File: src/rtl/calc_pkg.sv
// -----------------------------------------------------------------------------
// calc_pkg
// Shared definitions for the switch-driven calculator. The state codes are
// also decoded by the display selector: codes 0 and 2 show the 16-bit switch
// value, code 4 shows the 5-bit op switches, and every other code shows the
// default source. Keep the encoding below fixed.
// -----------------------------------------------------------------------------
package calc_pkg;

  localparam int CALC_DATA_W = 16;  // operand / switch width
  localparam int CALC_OP_W   = 5;   // operation code width

  typedef enum logic [2:0] {
    S_WAIT_A  = 3'd0,
    S_LOAD_A  = 3'd1,
    S_WAIT_B  = 3'd2,
    S_LOAD_B  = 3'd3,
    S_WAIT_OP = 3'd4,
    S_LOAD_OP = 3'd5,
    S_SHOW    = 3'd6
    // 3'd7 is unused; the sequencer recovers to S_WAIT_A from it.
  } calc_state_t;

endpackage

File: src/rtl/calc_entry_fsm_edge_det.sv
// -----------------------------------------------------------------------------
// edge_det
// Rising-edge pulse generator for a debounced, clk-synchronous button level.
// pulse_o is high for the single cycle in which level_i is high and was low
// on the previous cycle. The history register clears on reset, so a level
// that is already high when reset releases produces one pulse.
//
// Ports:
//   clk      in   system clock
//   reset    in   synchronous active-high reset
//   level_i  in   button level
//   pulse_o  out  one-cycle rising-edge pulse (combinational)
// -----------------------------------------------------------------------------
module edge_det (
  input  logic clk,
  input  logic reset,
  input  logic level_i,
  output logic pulse_o
);

  logic level_q;

  always_ff @(posedge clk) begin
    if (reset) begin
      level_q <= 1'b0;
    end else begin
      level_q <= level_i;
    end
  end

  assign pulse_o = level_i & ~level_q;

endmodule

File: src/rtl/calc_entry_fsm.sv
// -----------------------------------------------------------------------------
// calc_entry_fsm
// Entry sequencer for the calculator. Successive Enter presses capture
// operand A, operand B and the operation code; the captured values are held
// for the ALU until overwritten by a later entry round.
//
// Each WAIT state advances to its LOAD state on an Enter rising edge. A LOAD
// state lasts one cycle and captures the switches on the clock that leaves it,
// so a captured value appears two clocks after Enter rises.
//
// Optional build macro CALC_UNDO_EN: when defined, an Undo rising edge steps
// back one entry stage (WAIT_B->WAIT_A, WAIT_OP->WAIT_B, SHOW->WAIT_OP) without
// touching captured values; Enter wins if both edges coincide. When undefined
// the undo input is ignored and no undo edge register exists.
//
// Ports:
//   clk           in   system clock
//   reset         in   synchronous active-high reset
//   enter         in   debounced Enter level
//   undo          in   debounced Undo level (CALC_UNDO_EN builds only)
//   data_in       in   operand switches [DATA_W]
//   op_in         in   operation switches [OP_W]
//   state         out  current state code (registered, also the FSM debug view)
//   op_a          out  captured operand A
//   op_b          out  captured operand B
//   op_code       out  captured operation
//   result_valid  out  registered, high in every S_SHOW cycle
// -----------------------------------------------------------------------------
module calc_entry_fsm
  import calc_pkg::*;
#(
  parameter int DATA_W = CALC_DATA_W,
  parameter int OP_W   = CALC_OP_W
) (
  input  logic              clk,
  input  logic              reset,
  input  logic              enter,
  input  logic              undo,
  input  logic [DATA_W-1:0] data_in,
  input  logic [OP_W-1:0]   op_in,
  output logic [2:0]        state,
  output logic [DATA_W-1:0] op_a,
  output logic [DATA_W-1:0] op_b,
  output logic [OP_W-1:0]   op_code,
  output logic              result_valid
);

  calc_state_t       state_q, state_d;
  logic [DATA_W-1:0] op_a_q, op_a_d;
  logic [DATA_W-1:0] op_b_q, op_b_d;
  logic [OP_W-1:0]   op_code_q, op_code_d;
  logic              result_valid_q, result_valid_d;

  logic enter_edge;
  logic undo_edge;

  edge_det u_enter_edge (
    .clk     (clk),
    .reset   (reset),
    .level_i (enter),
    .pulse_o (enter_edge)
  );

`ifdef CALC_UNDO_EN
  edge_det u_undo_edge (
    .clk     (clk),
    .reset   (reset),
    .level_i (undo),
    .pulse_o (undo_edge)
  );
`else
  logic unused_undo;
  assign unused_undo = undo;
  assign undo_edge   = 1'b0;
`endif

  // Next state and capture. LOAD states ignore both buttons; a fresh edge
  // cannot arrive there anyway since the level must drop for a cycle first.
  always_comb begin
    state_d   = state_q;
    op_a_d    = op_a_q;
    op_b_d    = op_b_q;
    op_code_d = op_code_q;
    case (state_q)
      S_WAIT_A: begin
        if (enter_edge) state_d = S_LOAD_A;
      end
      S_LOAD_A: begin
        op_a_d  = data_in;
        state_d = S_WAIT_B;
      end
      S_WAIT_B: begin
        if (enter_edge)     state_d = S_LOAD_B;
        else if (undo_edge) state_d = S_WAIT_A;
      end
      S_LOAD_B: begin
        op_b_d  = data_in;
        state_d = S_WAIT_OP;
      end
      S_WAIT_OP: begin
        if (enter_edge)     state_d = S_LOAD_OP;
        else if (undo_edge) state_d = S_WAIT_B;
      end
      S_LOAD_OP: begin
        op_code_d = op_in;
        state_d   = S_SHOW;
      end
      S_SHOW: begin
        if (enter_edge)     state_d = S_WAIT_A;
        else if (undo_edge) state_d = S_WAIT_OP;
      end
      default: begin
        // Code 7 is not a real state; recover to the start of entry.
        state_d = S_WAIT_A;
      end
    endcase
    result_valid_d = (state_d == S_SHOW);
  end

  always_ff @(posedge clk) begin
    if (reset) begin
      state_q        <= S_WAIT_A;
      op_a_q         <= '0;
      op_b_q         <= '0;
      op_code_q      <= '0;
      result_valid_q <= 1'b0;
    end else begin
      state_q        <= state_d;
      op_a_q         <= op_a_d;
      op_b_q         <= op_b_d;
      op_code_q      <= op_code_d;
      result_valid_q <= result_valid_d;
    end
  end

  assign state        = state_q;
  assign op_a         = op_a_q;
  assign op_b         = op_b_q;
  assign op_code      = op_code_q;
  assign result_valid = result_valid_q;

endmodule
File: config.mk
export PLATFORM = sky130hd
export DESIGN_NAME = calc_entry_fsm
export DESIGN_NICKNAME = d
export VERILOG_FILES = /design/src/rtl/calc_pkg.sv /design/src/rtl/calc_entry_fsm_edge_det.sv /design/src/rtl/calc_entry_fsm.sv
export SDC_FILE = /design/constraint.sdc
export NUM_CORES = 1
export LEC_CHECK = 0
export ABC_AREA = 1
export CAP_MARGIN = 0
export CORE_MARGIN = 2
export CORE_UTILIZATION = 42
export CTS_CLUSTER_DIAMETER = 150
export DETAILED_ROUTE_END_ITERATION = 7
export GPL_TIMING_DRIVEN = 0
export PLACE_DENSITY_LB_ADDON = 0.15
export SETUP_SLACK_MARGIN = 0.3
export SLEW_MARGIN = 20
export SYNTH_ARGS = -nofsm -noshare
export SYNTH_HDL_FRONTEND = slang
export SYNTH_SLANG_ARGS = --single-unit
File: constraint.sdc
create_clock -name clk -period 1.3 [get_ports clk]
set_input_delay 0.13 -clock clk [delete_from_list [all_inputs] [get_ports clk]]
set_output_delay 0.13 -clock clk [all_outputs]
set_load 0.01 [all_outputs]
### Word-level counts from Yosys, hierarchy flattened

Index checks and enable logic that the tools add are counted.

* flip-flop bits (word level): 42
* input bits: 25
* output and inout bits: 41
* logic and storage cells: 21

* eq/ne operators: 7
* mux-type cells: 5
* bitwise gates (word level): 2
* reduce and logical (&&, ||, !) cells: 1

Operator list (count)
* 3-bit one-hot mux with 7 select lines: 1
* 3-bit == test (second input constant): 4
* 3-bit two-way mux: 4
* 3-bit by 2-bit == test with 1-bit output (second input constant): 2
* 3-bit by 1-bit == test with 1-bit output (second input constant): 1
* 3-bit zero test: 1
* 1-bit AND: 1
* 1-bit inverter: 1

### Depth between registers and ports, before layout

* word-level depth: 5
* depth in mapped cells: 7
* mapped depth without buffers: 5

### Modules after synthesis

Synthesis repeated with hierarchy kept, for this count alone.

* cells, all modules: 224
* area, all modules: 1642.8 µm²

Modules (own cells, without submodules)
* calc_entry_fsm: instances 1, cells an instance 220, area an instance 1611.5 µm², seq. area each 820.8 µm²
* edge_det: instances 1, cells an instance 4, area an instance 31.3 µm², seq. area each 20.0 µm²

### Worst setup path after synthesis

No wires, ideal clock.

* path kind: register to register
* start: register state_q[1], in the netlist state[1]
* end: register op_b_q[5], in the netlist op_b[5]
* library setup time: 132 ps
* arrival time: 1001 ps
* required time: 1168 ps
* slack: 167 ps
* cell stages (with the launch flop): 6
* buffers on the path: 2
* clock period less this slack: 1133 ps
* cells stage by stage: dfxtp_1 -> buf_2 -> nand3_2 -> buf_4 -> nand2_1 -> a21oi_1

* longest elaborated chain between the ends: 1

RTL lines
* start, declared: line calc_entry_fsm.sv:48 `calc_state_t state_q, state_d;`
* start signal, assigned: line calc_entry_fsm.sv:128 `state_q <= state_d;`
* 3-bit by 2-bit == test with 1-bit output: line calc_entry_fsm.sv:84 `case (state_q)`
* end signal, assigned: line calc_entry_fsm.sv:130 `op_b_q <= op_b_d;`
* end, declared: line calc_entry_fsm.sv:50 `logic [DATA_W-1:0] op_b_q, op_b_d;`

Every way passes these cells.
A chain may end at the register's enable or synchronous reset.

### Final worst setup path

* start: register state_q[2], in the netlist state[2]
* end: register op_a_q[5], in the netlist op_a[5]

* longest elaborated chain between the ends: 1

RTL lines
* 3-bit by 1-bit == test with 1-bit output: line calc_entry_fsm.sv:84
* end signal, assigned: line calc_entry_fsm.sv:129 `op_a_q <= op_a_d;`
* end, declared: line calc_entry_fsm.sv:49 `logic [DATA_W-1:0] op_a_q, op_a_d;`

Every way passes these cells.

==> results.json <==
{
  "num-fill-cells": 278,
  "syn_area_per_cell_um2": 7.368,
  "layout-area-overhead-vs-synth_pct": 72.63,
  "htreeDepth": 2,
  "yosys_most_used_dff": "dfxtp_1",
  "overflow": 0,
  "dp.cells": 335,
  "ant_nets": 0,
  "cts_buffer_depth": 2,
  "setup_viol": 0,
  "port_buffers": 63,
  "place_congestion": 0.7548,
  "first_iter_violations": 98,
  "yosysTopAreaCellShare": 0.5095,
  "rows": 22,
  "yosys-top-cells-area": "dfxtp_1, nand2_1, nor2_1",
  "crit_chain": "buf_8, clkinv_8, nand3_4, buf_4, nor2_1, nor2_1",
  "critical_path_class": "flop to flop",
  "drc": 0,
  "slew_viol_final": 0,
  "start_util": 0.4441,
  "cp_top_family": "buffers and inverters",
  "die_area_um2": 4447,
  "timing.rr.end": "op_a[5]$_SDFFE_PP0P_",
  "critPathCaptureType": "flop",
  "nNetsFinal": 339,
  "slowest_delay_ps": 340,
  "grt_pass1_vias": 1664,
  "crit_fanout": 8,
  "synth.cell_area_um2": 1650,
  "postCtsHoldBufs": 0,
  "drive_above_1_share": 0.5175,
  "grt_pass1_wl_mm": 7.245,
  "routed_wl_mm": 5.017,
  "ios": 66,
  "seq_area_frac_synth": 0.5095,
  "dr.pass1.iters": 4,
  "n_antenna_cell": 0,
  "rsz0062_at_grt": "true",
  "vias": 1788,
  "grtUsageMet3": 0.06588,
  "outcome": "finished, final reports clean",
  "fmax_ghz": 0.8860,
  "worstHoldPathCells": 2,
  "slew_headroom": 0.5501,
  "hold_violations": 0,
  "cp.arrival_ps": 1320,
  "yosysTopAreaCell": "dfxtp_1",
  "reg2reg_slack_ps": 170,
  "cts_tree": "built",
  "root_buffer": "clkbuf_8",
  "drv_cap": 0,
  "use_met1": 0.2634,
  "synth.most_common_cell": "nand2_1",
  "cts_sinks": 42,
  "busiest_layer": "met2",
  "syn_inst": 224,
  "min_to": "op_code[0]$_SDFFE_PP0N_",
  "fin_worst_skew_ps": 6.519,
  "path_clk_slew_ps": 80,
  "syn-num-nets": 249,
  "worstReg2RegStart": "state[2]$_SDFF_PP0_",
  "worstRegToRegCells": 6,
  "ys_ff_latch": 42,
  "cp_slowest_cell": "dfxtp_2",
  "post-route-min-period_ps": 1129,
  "synth_cell_types": 16,
  "die_height_um": 66.69,
  "p_leak_nw": 1.225,
  "fin_crit_sh": 0.8682,
  "core_um2": 3716,
  "avgRoutedWirePerCell_um": 13.82,
  "cts_buffers": 5,
  "worst_pin_slew_ps": 674.9,
  "grt_max_degree": 13,
  "p_total_mw": 2.799,
  "fin_tns_setup_ps": 0,
  "async_flop_share": 0,
  "min_from": "reset",
  "die_w_um": 66.69,
  "hold_path.class": "primary input to flop",
  "crit_buf_inv": 3,
  "grt_use_met2": 0.3600,
  "via_per_inst": 4.926,
  "synth-edff-count": 0,
  "cp.required_ps": 1490,
  "crit_path_start_kind": "flop",
  "irDropWorstVdd_v": 0.0007141,
  "clkLatencyLatePin_ps": 300,
  "track_usage": 0.2172,
  "synth_commonest_cells": "nand2_1, dfxtp_1, nor2_1",
  "ys_warn_count": 0,
  "grt_antenna_before_repair": 0,
  "cp_common_cell": "nor2_1",
  "hpwl_mm": 2.919,
  "powerDensity_nw_per_um2": 982.5,
  "finalNonFillerCells": 363
}
-- flip-flops by register name (all words and copies together), names as in the netlist --
| name | cells |
|---|---|
| op_a | 16 |
| op_b | 16 |
| op_code | 5 |
| result_valid | 1 |
| state | 3 |
| u_enter_edge.level_q | 1 |
-- metrics by stage --
step	area [um2]	hold WS, ps	utilization	setup slack [ps]
5_1_grt	2849	129.5	0.7667	145.6
6_report	2849	113.1	0.7667	171.3
2_1_floorplan	1712	237.0	-	308.6
4_1_cts	2778	91.88	0.7475	234.0
3_5_place_dp	2402	424.5	0.6465	201.7
3_3_place_gp	2402	423.9	0.6465	200.7
-- power by group --
group | internal (mW) | leakage, nW | switching (mW)
logic | 0.216 | 0.813 | 0.229
clock network | 0.537 | 0.0575 | 0.456
registers | 1.33 | 0.355 | 0.0282
-- layout make-up --
cell class | count | area (um2) | share of cell area
clock buffer | 8 | 110.1 | 0.03865
timing repair buffer | 83 | 665.6 | 0.2336
multi-input combinational | 146 | 890.9 | 0.3127
sequential | 42 | 879.6 | 0.3087
tap | 48 | 60.06 | 0.02108
buffer | 14 | 145.1 | 0.05094
inverter | 22 | 97.59 | 0.03426
-- what timing repair did --
action	CTS	global route
resized for setup	156	95
endpoints found under the setup margin	73	79
buffers inserted	9	7
cloned	4	0
pin swaps	3	8
-- worst max-delay path by stage --
stage | start | end | slack (ps) | cells past startpoint
2_1_floorplan | state[2]$_SDFF_PP0_ | op_a[2]$_SDFFE_PP0P_ | 310 | 6
3_3_place_gp | state[2]$_SDFF_PP0_ | op_a[12]$_SDFFE_PP0P_ | 200 | 6
3_5_place_dp | state[0]$_SDFF_PP0_ | op_code[1]$_SDFFE_PP0N_ | 200 | 4
4_1_cts | state[2]$_SDFF_PP0_ | state[2] | 230 | 1
5_1_grt | state[2]$_SDFF_PP0_ | op_a[13]$_SDFFE_PP0P_ | 150 | 7
6_report | state[2]$_SDFF_PP0_ | op_a[5]$_SDFFE_PP0P_ | 170 | 6
-- cell usage in the layout, fill, tap and decap left out --
cell type and count:
inv_4 1, dfxtp_1 15, nand3_4 2, buf_12 2
nand2_2 9, clkdlybuf4s50_1 22, nand2_1 33, nand2_4 14
clkbuf_2 12, nor2_1 29, nand3_2 2, dfxtp_4 2
buf_4 16, clkbuf_8 8, nor3_2 1, nor2_2 7
a21oi_2 17, clkinv_1 1, clkbuf_1 2, nand3_1 7
nand4_1 16, clkdlybuf4s15_2 8, buf_6 7, buf_8 5
a21oi_1 7, dfxtp_2 25, inv_2 1, clkinv_8 1
o21ai_0 1, buf_2 22, dlygate4sd2_1 1, inv_1 18
nor2_4 1
-- cells by family after synthesis --
family	share of synthesized area
AND/OR/NAND/NOR	0.3161
flip-flops	0.5095
buffers and inverters	0.09856
AO/OA/AOI/OAI	0.07582
-- per-layer routing --
| metal | up-vias | routed length [um] |
|---|---|---|
| li1 | 896 | - |
| met1 | 824 | 2051 |
| met2 | 58 | 2570 |
| met3 | 10 | 318 |
| met4 | 0 | 77 |
| met5 | - | 0 |
Note: power is estimated with default switching activity, not from simulation.
